--- src/rtl/hazard_stall_controller.sv ---
// Stall/flush sequencer for the 5-stage pipeline: load-use interlock, taken-branch flush
// and front-end freeze around the multi-cycle MDU, plus a saturating stall-cycle counter.
module hazard_stall_controller #(
   parameter int CNT_W       = 32,
   parameter int MDU_TIMEOUT = 64
) (
   input  logic             clk,
   input  logic             rst,
   input  logic [4:0]       rs1_ID,
   input  logic [4:0]       rs2_ID,
   input  logic             uses_rs1_ID,
   input  logic             uses_rs2_ID,
   input  logic [4:0]       rd_EX,
   input  logic             mem_read_EX,
   input  logic             branch_taken_EX,
   input  logic             mdu_op_EX,
   input  logic             mdu_done,
   output logic             pc_write,
   output logic             if_id_write,
   output logic             id_ex_write,
   output logic             if_id_flush,
   output logic             id_ex_bubble,
   output logic             ex_mem_bubble,
   output logic             mdu_start,
   output logic [CNT_W-1:0] stall_cycles,
   output logic             mdu_timeout
);

   localparam int WAIT_W = (MDU_TIMEOUT > 1) ? $clog2(MDU_TIMEOUT) : 1;
   localparam logic [WAIT_W-1:0] WAIT_LAST = WAIT_W'(MDU_TIMEOUT - 1);
   localparam logic [WAIT_W-1:0] WAIT_ONE  = WAIT_W'(32'd1);
   localparam logic [CNT_W-1:0]  STALL_MAX = {CNT_W{1'b1}};
   localparam logic [CNT_W-1:0]  STALL_ONE = CNT_W'(32'd1);

   typedef enum logic [1:0] {
      ST_RUN        = 2'd0,
      ST_LOAD_STALL = 2'd1,
      ST_MDU_WAIT   = 2'd2
   } state_t;

   state_t              state_r;
   state_t              state_nxt_s;
   logic [WAIT_W-1:0]   wait_cnt_r;
   logic [WAIT_W-1:0]   wait_cnt_nxt_s;
   logic [CNT_W-1:0]    stall_cycles_r;
   logic                mdu_timeout_r;
   logic                timeout_set_s;
   logic                load_use_s;
   logic                pc_write_s;
   logic                if_id_write_s;
   logic                id_ex_write_s;
   logic                if_id_flush_s;
   logic                id_ex_bubble_s;
   logic                ex_mem_bubble_s;
   logic                mdu_start_s;

   // x0 is hardwired zero, so a load targeting it never creates a dependency
   assign load_use_s = mem_read_EX && (rd_EX != 5'd0) &&
                       ((uses_rs1_ID && (rs1_ID == rd_EX)) ||
                        (uses_rs2_ID && (rs2_ID == rd_EX)));

   // Pipeline control decode and next-state selection
   always_comb begin
      pc_write_s      = 1'b1;
      if_id_write_s   = 1'b1;
      id_ex_write_s   = 1'b1;
      if_id_flush_s   = 1'b0;
      id_ex_bubble_s  = 1'b0;
      ex_mem_bubble_s = 1'b0;
      mdu_start_s     = 1'b0;
      timeout_set_s   = 1'b0;
      state_nxt_s     = ST_RUN;
      wait_cnt_nxt_s  = wait_cnt_r;
      if (rst) begin
         pc_write_s      = 1'b0;
         if_id_write_s   = 1'b0;
         id_ex_write_s   = 1'b0;
         if_id_flush_s   = 1'b1;
         id_ex_bubble_s  = 1'b1;
         ex_mem_bubble_s = 1'b1;
         wait_cnt_nxt_s  = {WAIT_W{1'b0}};
      end else begin
         case (state_r)
            ST_RUN, ST_LOAD_STALL: begin
               if (mdu_op_EX) begin
                  mdu_start_s     = 1'b1;
                  pc_write_s      = 1'b0;
                  if_id_write_s   = 1'b0;
                  id_ex_write_s   = 1'b0;
                  ex_mem_bubble_s = 1'b1;
                  wait_cnt_nxt_s  = {WAIT_W{1'b0}};
                  state_nxt_s     = ST_MDU_WAIT;
               end else if (branch_taken_EX) begin
                  if_id_flush_s  = 1'b1;
                  id_ex_bubble_s = 1'b1;
                  state_nxt_s    = ST_RUN;
               end else if (load_use_s && (state_r == ST_RUN)) begin
                  pc_write_s     = 1'b0;
                  if_id_write_s  = 1'b0;
                  id_ex_bubble_s = 1'b1;
                  state_nxt_s    = ST_LOAD_STALL;
               end else begin
                  state_nxt_s = ST_RUN;
               end
            end
            ST_MDU_WAIT: begin
               // A done on the watchdog cycle wins, so the timeout flag is not raised
               if (mdu_done) begin
                  state_nxt_s = ST_RUN;
               end else if (wait_cnt_r == WAIT_LAST) begin
                  timeout_set_s = 1'b1;
                  state_nxt_s   = ST_RUN;
               end else begin
                  pc_write_s      = 1'b0;
                  if_id_write_s   = 1'b0;
                  id_ex_write_s   = 1'b0;
                  ex_mem_bubble_s = 1'b1;
                  wait_cnt_nxt_s  = wait_cnt_r + WAIT_ONE;
                  state_nxt_s     = ST_MDU_WAIT;
               end
            end
            default: begin
               state_nxt_s = ST_RUN;
            end
         endcase
      end
   end

   // State, watchdog, sticky timeout flag and saturating stall counter
   always_ff @(posedge clk) begin
      if (rst) begin
         state_r        <= ST_RUN;
         wait_cnt_r     <= {WAIT_W{1'b0}};
         stall_cycles_r <= {CNT_W{1'b0}};
         mdu_timeout_r  <= 1'b0;
      end else begin
         state_r    <= state_nxt_s;
         wait_cnt_r <= wait_cnt_nxt_s;
         if (timeout_set_s) begin
            mdu_timeout_r <= 1'b1;
         end else begin
            mdu_timeout_r <= mdu_timeout_r;
         end
         if (!pc_write_s && (stall_cycles_r != STALL_MAX)) begin
            stall_cycles_r <= stall_cycles_r + STALL_ONE;
         end else begin
            stall_cycles_r <= stall_cycles_r;
         end
      end
   end

   assign pc_write      = pc_write_s;
   assign if_id_write   = if_id_write_s;
   assign id_ex_write   = id_ex_write_s;
   assign if_id_flush   = if_id_flush_s;
   assign id_ex_bubble  = id_ex_bubble_s;
   assign ex_mem_bubble = ex_mem_bubble_s;
   assign mdu_start     = mdu_start_s;
   assign stall_cycles  = stall_cycles_r;
   assign mdu_timeout   = mdu_timeout_r;

endmodule

--- config.mk ---
export PLATFORM = sky130hd
export DESIGN_NAME = hazard_stall_controller
export DESIGN_NICKNAME = d
export VERILOG_FILES = /design/src/rtl/hazard_stall_controller.sv
export SDC_FILE = /design/constraint.sdc
export NUM_CORES = 1
export LEC_CHECK = 0
export ABC_AREA = 1
export CORE_AREA = 2 2 83 85
export CTS_CLUSTER_SIZE = 12
export DETAILED_ROUTE_END_ITERATION = 12
export DIE_AREA = 0 0 85 87
export GPL_TIMING_DRIVEN = 1
export PLACE_DENSITY_LB_ADDON = 0.05
export SETUP_SLACK_MARGIN = 0.15
export SYNTH_ARGS = -nofsm -noshare
export SYNTH_HDL_FRONTEND = slang
export SYNTH_SLANG_ARGS = --single-unit
--- constraint.sdc ---
create_clock -name clk -period 2.41 [get_ports clk]
set_clock_uncertainty 0.1 [all_clocks]
set_input_delay 0.241 -clock clk [delete_from_list [all_inputs] [get_ports clk]]
set_output_delay 0.241 -clock clk [all_outputs]
set_load 0.1 [all_outputs]
# Word-level counts from Yosys, hierarchy flattened
# Index checks and enable logic that the tools add are counted.
# classes
add_sub_neg	2
multipliers	0
div	0
order_cmp	0
n_eq_ne	9
shift	0
mux	39
bitwise	0
n_reduce_logical	13
# op_table
cell	n
adder 32 x 1 -> 32 bit, second input constant	1
!= test 32 bit, second input constant	1
2-to-1 mux 1 bit	28
2-to-1 mux 6 bit	3
one-hot mux 6 bit (2 select lines)	1
== test 5 bit	2
adder 6 x 1 -> 6 bit, second input constant	1
== test 6 bit, second input constant	1
logical AND 1 bit	6
2-to-1 mux 2 bit	3
!= test 2 bit, second input constant	3
one-hot mux 1 bit (2 select lines)	3
nonzero test 5 bit	1
one-hot mux 2 bit (2 select lines)	1
AND reduction 4 bit	1
== test 2 x 1 -> 1 bit, second input constant	1
== test 2 bit, second input constant	1
zero test 2 bit	1
nonzero test 2 bit	1
OR reduction 2 bit	1
zero test 1 bit	1
logical OR 1 bit	1
# word_totals
register_bits	41
latchBits	0
ramBits	0
rom_bits	0
inputBits	23
output_inout_bits	40
wordCells	67
memories	0

# Depth between registers and ports, before layout
# depth
depth_word	12
mapped_depth	12
mapped_depth_nobuf	11

# Least setup slack after synthesis
# Ideal clock, no wire load.
# synth_path
path_type	flip-flop to output port
from	reg wait_cnt_r[0]
to	out pc_write
arrival_ps	3288
t_required_ps	2069
slack_ps	-1219
path_stages_with_launch	12
path_buffers	2
path_cell_list	dfxtp_1 > ha_1 > nand3_1 > nor2_1 > nor2_1 > nand2_1 > nand2_2 > nor2_2 > nand2_2 > buf_2 > inv_1 > buf_4
# synth_between
elab_chain_cells	5
# synth_rtl
element	line	text
start: declaration	43	logic [WAIT_W-1:0] wait_cnt_r;
start signal: assignment	133	wait_cnt_r <= {WAIT_W{1'b0}};
start signal: assignment	138	wait_cnt_r <= wait_cnt_nxt_s;
== test 6 bit	110	end else if (wait_cnt_r == WAIT_LAST) begin
2-to-1 mux 1 bit (2 in series)	--	
one-hot mux 1 bit (2 select lines)	--	
2-to-1 mux 1 bit	--	
end: declaration	18	output logic pc_write,
# No other way between the ends.

# Worst setup path in the final report
# layout_path
from	reg wait_cnt_r[1]
to	out if_id_write
# layout_between
elab_chain_cells	5
# layout_rtl
element	line	text
== test 6 bit	110	
2-to-1 mux 1 bit	110	
2-to-1 mux 1 bit	108	if (mdu_done) begin
one-hot mux 1 bit (2 select lines)	83	case (state_r)
2-to-1 mux 1 bit	74	if (rst) begin
end: declaration	19	output logic if_id_write,
# No other way between the ends.

==> flow_summary.json <==
{
  "status": "complete, no violations",
  "fp-row-count": 30,
  "finalWorstSetupSlack_ps": 262.5,
  "hold_path.class": "flop to flop",
  "reg2reg_from": "wait_cnt_r[1]$_SDFFE_PP0P_",
  "setup_viol": 0,
  "max_slew_margin_pct": 74.26,
  "grt_pass1_vias": 2837,
  "cts.sinks": 41,
  "hp-start": "stall_cycles[7]$_SDFFE_PP0P_",
  "chipWidth_um": 85,
  "max_freq_mhz": 465.7,
  "synth_cells": 463,
  "vias_per_cell": 4.929,
  "dpl.hpwl_um": 6192,
  "start_util_pct": 42.50,
  "clock_path_buffers": 2,
  "yosys.area.top_type": "dfxtp_1",
  "dp_cells": 597,
  "drc": 0,
  "worst-path-max-fanout": 6,
  "synthFlopType": "dfxtp_1",
  "crit_required_ps": 2070,
  "clock_latency_ps": 300,
  "dp_slack_ps": 158.4,
  "drtAntennaViolNets": 0,
  "synth-seq-area-share_pct": 29.40,
  "antenna_found_initial": 0,
  "synth_cell_types": 25,
  "area_growth_pct": 33.44,
  "ys_top_cells_by_area": "dfxtp_1 (29%), nand2_1 (21%), nand3_1 (8.6%)",
  "synth_area_mm2": 0.002791,
  "drv_slew": 0,
  "tightest_slew_ps": 384.7,
  "ys_warn_count": 0,
  "layoutNonFillerInstCount": 609,
  "pwr_density_cell_mw_per_mm2": 458.2,
  "wirelength_um": 8078,
  "syn-num-nets": 488,
  "synth-seq-cells": 41,
  "htreeDepth": 2,
  "clk_root_buffer_cell": "clkbuf_8",
  "gr-total-overflow": 0,
  "hold_viol_final": 0,
  "rsz0062_at_grt": "no",
  "grt_pass1_wl_um": 13410,
  "synthArstFlopShare_pct": 0,
  "startpoint": "wait_cnt_r[1]$_SDFFE_PP0P_",
  "place_congestion": 0.9748,
  "layout_common_cells": "nand2_1 (153), nor2_1 (58), inv_1 (47)",
  "criticalPathCategory": "flop to output port",
  "port_buffers": 62,
  "leakage_uw": 0.001534,
  "coreArea_mm2": 0.006569,
  "first_pass_iters": 4,
  "clk_pin_slew_worst_paths_ps": 90,
  "dieArea_mm2": 0.007395,
  "peakVddDrop_uv": 268.4,
  "vias": 3002,
  "antenna_cells": 0,
  "num-nets-final": 553,
  "ios": 63,
  "cap_violations": 0,
  "grt_max_degree": 32,
  "crit_path_start_kind": "flop",
  "avgSynthCellArea_um2": 6.029,
  "cts_tree": "done",
  "setup.worst_path.end_class": "output port",
  "layout_min_cycle_time_ps": 2147,
  "synth_top_area_share_pct": 29.40,
  "cts_buffers": 5,
  "cp.arrival_ps": 1810,
  "wire_per_inst_um": 13.26,
  "post-route-period-util_pct": 89.11,
  "drive_gt1_share_pct": 19.28,
  "final_common_cell": "nand2_1",
  "track_usage_pct": 22.53,
  "initialDrtViolationCount": 121,
  "die_h_um": 87,
  "synth_edf_count": 0
}
per-layer routing:
layer / wire length, µm / part of all wire, % / GRT usage, % / vias to the layer above
met5: 0 / 0 / 0 / -
met4: 142 / 1.8 / 7.504 / 0
met3: 345 / 4.3 / 3.318 / 11
met2: 3864 / 48 / 38.42 / 70
met1: 3725 / 46 / 29.22 / 1320
li1: - / - / - / 1601
path summary, 6_finish.rpt:
check             slack (ps)  cells past startpoint                      endpoint
setup / recovery         260                     10                   if_id_write
hold / removal           390                      2  stall_cycles[7]$_SDFFE_PP0P_
setup reg to reg         360                     13  stall_cycles[3]$_SDFFE_PP0P_
hold reg to reg          390                      2  stall_cycles[7]$_SDFFE_PP0P_
cells by family (layout without fill, tap and decap cells):
kind of cell    count (synthesis)  count (layout)  share of synthesized area (%)
xor+xnor                       18              18                          5.648
buf+inv                        63             129                          9.637
simple gates                  300             300                          47.42
flops                          41              41                          29.40
compound gates                 39              39                          6.992
fa+ha+maj                       2               2                         0.8963
flip-flops by register name, summed over array words and instances, names as in the netlist:
signal        count
state_r           2
stall_cycles     32
mdu_timeout       1
wait_cnt_r        6
critical path: stages, from the launching register on:
cell and delay, ps:
dfxtp_2 370, ha_4 150, nand3_2 60, nor2_2 140
nor2_1 80, nand2_2 90, nand2_4 80, nor2_4 150
nand2_4 90, clkinvlp_4 110, buf_12 180
synth_stat cells (2+ instances only):
library cell,instances
nand3_1,48
nor3_2,3
ha_1,2
nand4_1,7
buf_2,5
a21oi_1,38
inv_1,48
xor2_1,17
nand3b_1,10
clkbuf_1,5
dfxtp_1,41
nand2_1,154
nor2_2,2
nor2_1,59
nor3_1,10
buf_6,3
nand2_2,3
metrics by stage:
step	area (µm²)	hold WS (ps)	power, µW	utilization (%)	setup TNS (ps)
CTS	3701	386.5	1718	56.34	0
finish	3725	389.4	1707	56.70	0
floorplan	2880	220.3	914.8	-	-361.8
global placement	3533	358.1	1016	53.79	0
global route	3725	398.2	1763	56.70	0
detailed placement	3533	370.9	1017	53.79	0
repair_timing:
item,4_1_cts,5_1_grt
pin swaps,2,1
buffers inserted,4,0
gates cloned,0,0
hold buffers,0,0
gates resized for setup,0,5
endpoints found under the setup margin,2,7
power by group:
| part | switching (µW) | internal (µW) | total, µW |
|---|---|---|---|
| clock network | 275 | 417 | 693 |
| registers | 12.0 | 685 | 697 |
| logic | 205 | 112 | 318 |
| total | 492 | 1210 | 1710 |
cell type report:
class                           instances  area (µm²)
Fill cell                             686        2844
Multi-Input combinational cell        359        1753
Sequential cell                        41       859.6
Timing Repair Buffer                   73       690.7
Inverter                               48       183.9
Tap cell                               80       100.1
Clock buffer                            5       68.82
Clock inverter                          3       68.82
No activity file was read; power rests on OpenSTA's default activity.
